### src/rtl/aes_round_sequencer_if.sv
// rtl/aes_round_sequencer_if.sv - block-in / ciphertext-out handshake bundle for aes_round_sequencer
//
// Purpose: groups the PT/KEY input handshake and the CT output handshake.
// Byte 0 of every 128-bit block is the most significant byte (bits 127:120),
// i.e. the first byte of the usual big-endian hex string.
//   in_valid  : producer -> sequencer, pt_i/key_i valid
//   in_ready  : sequencer -> producer, block can be accepted this cycle
//   pt_i      : plaintext
//   key_i     : cipher key
//   out_valid : sequencer -> consumer, ct_o holds a finished block
//   out_ready : consumer -> sequencer, ct_o accepted
//   ct_o      : ciphertext
// Modports: slave = sequencer side, master = producer/consumer side.
interface aes_round_sequencer_if;
    logic         in_valid;
    logic         in_ready;
    logic [127:0] pt_i;
    logic [127:0] key_i;
    logic         out_valid;
    logic         out_ready;
    logic [127:0] ct_o;

    modport slave (
        input  in_valid, pt_i, key_i, out_ready,
        output in_ready, out_valid, ct_o
    );

    modport master (
        output in_valid, pt_i, key_i, out_ready,
        input  in_ready, out_valid, ct_o
    );
endinterface

### src/rtl/aes_round_sequencer.sv
// rtl/aes_round_sequencer.sv - iterative AES-128 round controller driving an external round unit
//
// Purpose: owns the 128-bit state and round-key registers, loads PT^KEY on
// accept, then steps an external combinational round unit NR times
// (RND_CYC clocks per round) and presents the ciphertext with valid/ready.
// Ports:
//   clk          : clock, rising edge
//   rst          : synchronous active-high reset
//   bus          : PT/KEY in and CT out handshakes (slave modport)
//   busy         : rounds in progress
//   rnd_state_o  : current state to the round unit
//   rnd_key_o    : previous round key (round r-1) to the round unit
//   rnd_num_o    : current round 1..NR (rcon select), 0 when not running
//   rnd_last_o   : final round (round unit skips MixColumns)
//   rnd_state_i  : next state from the round unit
//   rnd_key_i    : round key r from the round unit
module aes_round_sequencer #(
    parameter int NR      = 10,
    parameter int RND_CYC = 1
) (
    input  logic                    clk,
    input  logic                    rst,
    aes_round_sequencer_if.slave    bus,
    output logic                    busy,
    output logic [127:0]            rnd_state_o,
    output logic [127:0]            rnd_key_o,
    output logic [3:0]              rnd_num_o,
    output logic                    rnd_last_o,
    input  logic [127:0]            rnd_state_i,
    input  logic [127:0]            rnd_key_i
);

    localparam int               CYC_W     = (RND_CYC > 1) ? $clog2(RND_CYC) : 1;
    localparam logic [CYC_W-1:0] CYC_LAST  = CYC_W'(RND_CYC - 1);
    localparam logic [3:0]       RND_FINAL = 4'(NR);

    typedef enum logic [1:0] {
        S_IDLE = 2'd0,
        S_RUN  = 2'd1,
        S_DONE = 2'd2
    } fsm_t;

    fsm_t             fsm_q, fsm_d;
    logic [CYC_W-1:0] cyc_q, cyc_d;
    logic [3:0]       rnd_q, rnd_d;
    logic [127:0]     state_q, state_d;
    logic [127:0]     key_q, key_d;
    logic             accept;

    always_ff @(posedge clk) begin
        if (rst) begin
            fsm_q   <= S_IDLE;
            cyc_q   <= '0;
            rnd_q   <= '0;
            state_q <= '0;
            key_q   <= '0;
        end else begin
            fsm_q   <= fsm_d;
            cyc_q   <= cyc_d;
            rnd_q   <= rnd_d;
            state_q <= state_d;
            key_q   <= key_d;
        end
    end

    // A finished block can be handed off and a new one loaded on the same
    // edge, so DONE also accepts when the consumer is taking the result.
    assign bus.in_ready = (fsm_q == S_IDLE) || ((fsm_q == S_DONE) && bus.out_ready);
    assign accept       = bus.in_valid && bus.in_ready;

    always_comb begin
        fsm_d   = fsm_q;
        cyc_d   = cyc_q;
        rnd_d   = rnd_q;
        state_d = state_q;
        key_d   = key_q;

        case (fsm_q)
            S_RUN: begin
                // Round-unit inputs stay frozen until the last cycle of the
                // round so a multicycle round unit sees stable operands.
                if (cyc_q == CYC_LAST) begin
                    state_d = rnd_state_i;
                    key_d   = rnd_key_i;
                    cyc_d   = '0;
                    if (rnd_q == RND_FINAL) begin
                        fsm_d = S_DONE;
                        rnd_d = '0;
                    end else begin
                        rnd_d = rnd_q + 4'd1;
                    end
                end else begin
                    cyc_d = cyc_q + CYC_W'(1);
                end
            end
            S_DONE: begin
                if (bus.out_ready) begin
                    fsm_d = S_IDLE;
                end
            end
            default: begin
            end
        endcase

        // Initial AddRoundKey is folded into the load.
        if (accept) begin
            state_d = bus.pt_i ^ bus.key_i;
            key_d   = bus.key_i;
            rnd_d   = 4'd1;
            cyc_d   = '0;
            fsm_d   = S_RUN;
        end
    end

    assign bus.out_valid = (fsm_q == S_DONE);
    assign bus.ct_o      = state_q;
    assign busy          = (fsm_q == S_RUN);
    assign rnd_state_o   = state_q;
    assign rnd_key_o     = key_q;
    assign rnd_num_o     = rnd_q;
    assign rnd_last_o    = (fsm_q == S_RUN) && (rnd_q == RND_FINAL);

endmodule

### src/flat_wrapper.sv
// flat-port wrapper written by rule: the top's interface ports become plain ports
module aes_round_sequencer_flat 
#(
    parameter int NR      = 10,
    parameter int RND_CYC = 1
)
  (clk, rst, busy, rnd_state_o, rnd_key_o, rnd_num_o, rnd_last_o, rnd_state_i, rnd_key_i, bus_in_valid, bus_pt_i, bus_key_i, bus_out_ready, bus_in_ready, bus_out_valid, bus_ct_o);
  aes_round_sequencer_if bus_i ();
  input  logic clk;
  input  logic rst;
  output logic busy;
  output logic [127:0] rnd_state_o;
  output logic [127:0] rnd_key_o;
  output logic [3:0] rnd_num_o;
  output logic rnd_last_o;
  input  logic [127:0] rnd_state_i;
  input  logic [127:0] rnd_key_i;
  input wire logic [$bits(bus_i.in_valid)-1:0] bus_in_valid;
  input wire logic [$bits(bus_i.pt_i)-1:0] bus_pt_i;
  input wire logic [$bits(bus_i.key_i)-1:0] bus_key_i;
  input wire logic [$bits(bus_i.out_ready)-1:0] bus_out_ready;
  output wire logic [$bits(bus_i.in_ready)-1:0] bus_in_ready;
  output wire logic [$bits(bus_i.out_valid)-1:0] bus_out_valid;
  output wire logic [$bits(bus_i.ct_o)-1:0] bus_ct_o;
  assign bus_i.in_valid = bus_in_valid;
  assign bus_i.pt_i = bus_pt_i;
  assign bus_i.key_i = bus_key_i;
  assign bus_i.out_ready = bus_out_ready;
  assign bus_in_ready = bus_i.in_ready;
  assign bus_out_valid = bus_i.out_valid;
  assign bus_ct_o = bus_i.ct_o;
  aes_round_sequencer #(.NR(NR), .RND_CYC(RND_CYC)) u_core (.clk(clk), .rst(rst), .bus(bus_i), .busy(busy), .rnd_state_o(rnd_state_o), .rnd_key_o(rnd_key_o), .rnd_num_o(rnd_num_o), .rnd_last_o(rnd_last_o), .rnd_state_i(rnd_state_i), .rnd_key_i(rnd_key_i));
endmodule
### config.mk
export PLATFORM = sky130hd
export DESIGN_NAME = aes_round_sequencer_flat
export DESIGN_NICKNAME = d
export VERILOG_FILES = /design/src/rtl/aes_round_sequencer_if.sv /design/src/rtl/aes_round_sequencer.sv /design/src/flat_wrapper.sv
export SDC_FILE = /design/constraint.sdc
export NUM_CORES = 1
export LEC_CHECK = 0
export CORE_AREA = 2 2 351 353
export CTS_CLUSTER_SIZE = 16
export DETAILED_ROUTE_END_ITERATION = 16
export DIE_AREA = 0 0 353 355
export HOLD_SLACK_MARGIN = 0.1
export PLACE_DENSITY = 0.46
export SKIP_LAST_GASP = 1
export SYNTH_ARGS = -nofsm -noshare
export SYNTH_HDL_FRONTEND = slang
export SYNTH_SLANG_ARGS = --single-unit
export TNS_END_PERCENT = 1
### constraint.sdc
create_clock -name clk -period 1.38 [get_ports clk]
set_input_delay 0.276 -clock clk [delete_from_list [all_inputs] [get_ports clk]]
set_output_delay 0.276 -clock clk [all_outputs]
set_load 0.02 [all_outputs]
==> results_dict.tcl <==
set metrics [dict create \
    status "finished with violations" \
    failed_checks "negative setup slack" \
    numClockSinks 262 \
    routed_wirelength_mm 81.1 \
    clk_latency_ps 580 \
    pwr-share-comb_pct 31.5 \
    crit_type "register to register" \
    seqPwrFrac_pct 32.1 \
    synth_flop_cell "dfxtp_1" \
    ios 908 \
    async_flop_share_pct 0 \
    slew_violations 0 \
    ir_worst_vdd_v 0.000535 \
    overflow 0 \
    total_power_uw 27600 \
    antenna_found_initial 14 \
    initial_core_util_pct 11.3 \
    grt_max_degree 47 \
    clock_skew_ps 23.8 \
    hold_viol_final 0 \
    worstPathMaxFanout 40 \
    ant_nets 0 \
    clkPwrFrac_pct 36.4 \
    area_growth_pct 90.5 \
    p_leak_uw 0.0109 \
    fin_tns_setup_ps -142060 \
    clk_pin_slew_ps 60 \
    dp.cells 4132 \
    worst-r2r-setup-slack_ps -380 \
    syn_nets 2186 \
    ys_types 28 \
    drv_cap 0 \
    place_congestion 0.883 \
    die_x_um 353 \
    syn_area_um2 13800 \
    drt_iter0_drc 932 \
    dpl_worst_slack_ps -763 \
    synth_warnings 0 \
    cp_common_cell "buf_12" \
    die_height_um 355 \
    grt_pass1_wl_mm 112 \
    synth_seq_area_share_pct 38.1 \
    coreArea_um2 121000 \
    whs_ps 268 \
    worstPathCellList "buf_4 > or3_4 > buf_12 > buf_12 > nor2_1 > a311oi_2" \
    multi_input_area_um2 6940 \
    syn_inst 1670 \
    grt_pass1_vias 15500 \
    critPathMaxStageDelay_ps 410 \
    dieArea_um2 125000 \
    syn_avg_cell_area_um2 8.24 \
    wl_per_cell_um 19.3 \
    fin_cells 4210 \
    swShare_pct 33.8 \
    drive_gt1_share_pct 15.7 \
    viasPerCell 3.68 \
    post-dp-hpwl_mm 65.4 \
    rsz0062_at_grt "yes" \
    fin_crit_sh_pct 127 \
    register_area_um2 5260 \
    start_kind "register" \
    cts_tree "built" \
    setup_ws_ps -376 \
    p_switching_uw 9340 \
    cts_max_level 2 \
    worstPathArrival_ps 2200 \
    critPathRequiredTime_ps 1820 \
    synth_edf_count 0 \
    cp_slowest_cell "or3_4" \
    ctsRootBufferMaster "clkbuf_16" \
    drt_pass1_iterations 5 \
    reg2reg_from "u_core.fsm_q[0]" \
    cts_buffers 37 \
    min_to "u_core.bus.ct_o[77]" \
    setup_viol 650 \
    nets 3070 \
    cts_max_path_buffers 3 \
    hold_class "primary input to register" \
    tightest_slew_ps 482 \
    vias 15500 \
    port_buffers 907 \
    internal_power_uw 18300 \
    fillers 13700 \
    max-slew-margin-rel_pct 67.8 \
    min-delay-start "rnd_state_i[77]" \
    hold_path_depth 3 \
    worstReg2RegEnd "u_core.bus.ct_o[28]" \
    reg2reg_depth 6 \
    crit_path_end_kind "register" \
    fin_crit_ps 1760 \
    row_count 128 \
    drc 0 \
    max_freq_mhz 570 \
    ys_ff_latch 262 \
    pwr_density_cell_nw_per_um2 1050 \
    grt_util_all_layers_pct 12.2 \
]
-- through the flow --
stage / utilization, % / cell area, um2
finish: 21.6 / 26200
floorplan: - / 13800
CTS: 21.5 / 26100
detailed placement: 20.8 / 25300
global placement: 20.8 / 25300
global route: 21.6 / 26200
-- metal layers --
layer / track usage (%) / share of wire [%] / wire [um] / vias up
li1: - / - / - / 7383
met1: 15.7 / 43 / 35000 / 7350
met2: 19.8 / 47 / 37900 / 683
met3: 3.62 / 8.0 / 6530 / 74
met4: 3.27 / 1.9 / 1570 / 8
met5: 0.302 / 0.11 / 90 / -
-- layout by cell type (no fill, tap or decap), drive strengths merged, types with 3 or more instances in the layout --
cell and count:
clkdlybuf4s50 514, nand2 470, dlygate4sd2 369, dfxtp 262
buf 227, nor2 217, a311oi 213, xor2 129
clkbuf 48, a21oi 46, a22oi 43, clkinv 10
diode 7, bufinv 4, inv 4, o21ai 3
nor3 3
-- worst max path at each step --
stage	start	endpoint	slack, ps	cells after the start
finish	u_core.fsm_q[0]	u_core.bus.ct_o[28]	-380	6
CTS	u_core.rnd_num_o[3]	rnd_last_o	-430	4
floorplan	u_core.fsm_q[1]	u_core.bus.ct_o[0]	-130	7
detailed placement	bus_out_ready	u_core.rnd_key_o[92]	-760	7
global route	u_core.rnd_num_o[3]	rnd_last_o	-510	4
global placement	bus_out_ready	u_core.rnd_key_o[98]	-750	7
-- timing repair --
item / 4_1_cts / 5_1_grt
setup buffers: 3 / 2
gates resized for setup: 419 / 30
gates cloned: 0 / 2
hold endpoints to repair: 14 / 0
pin swaps: 4 / 1
setup endpoints to repair: 651 / 652
hold buffers: 1 / 0
-- power groups by stage --
| stage | logic (uW) | registers, uW | clock network [uW] |
|---|---|---|---|
| after global placement | 9410 | 9070 | 0 |
| after floorplan | 3330 | 9790 | 0 |
| final | 8700 | 8880 | 10000 |
| after CTS | 8740 | 8880 | 10400 |
| after global routing | 9240 | 8970 | 10700 |
| after detailed placement | 9410 | 9070 | 0 |
-- kinds of logic (layout without fill, tap and decap cells) --
group,Yosys count,in the layout,share of synthesized area (%)
XOR/XNOR,130,130,8.27
AND/OR/NAND/NOR,700,700,19.4
buffers and inverters,270,1178,11.9
flip-flops,262,262,38.1
other,0,7,0
AO/OA/AOI/OAI,308,308,22.4
-- synth_stat cells (all sizes together) (2+ instances only) --
master,n,share of area [%]
nand2,470,13
dfxtp,262,38
nor2,217,5.9
a311oi,213,18
buf,180,9.4
xor2,129,8.2
clkbuf,87,2.4
a21oi,46,1.7
a22oi,43,2.3
inv,3,0.082
nor3,3,0.11
o21ai,3,0.11
a211oi,2,0.11
nand2b,2,0.091
nand3,2,0.073
nor2b,2,0.15
-- layout make-up --
type / count / area share, %
repair buffers: 1112 / 41.0
multi-input cells: 1138 / 26.5
inverters: 3 / 0.0715
clock buffers: 47 / 3.86
flip-flops and latches: 262 / 20.0
diodes: 7 / 0.0668
clock inverters: 16 / 0.796
well taps: 1625 / 7.75
-- worst max-delay path, delay by kind of cell (launching register included) --
family	cells	cell delay [ps]
DFF	1	360
and+or+nand+nor	2	560
AOI/OAI and AO/OA	1	60
buffers and inverters	3	540
-- sequential cells by signal, indices dropped and copies added, names as in the netlist --
name / flops
u_core.bus.ct_o: 128
u_core.fsm_q: 2
u_core.rnd_key_o: 128
u_core.rnd_num_o: 4
No activity file was read; power rests on OpenSTA's default activity.
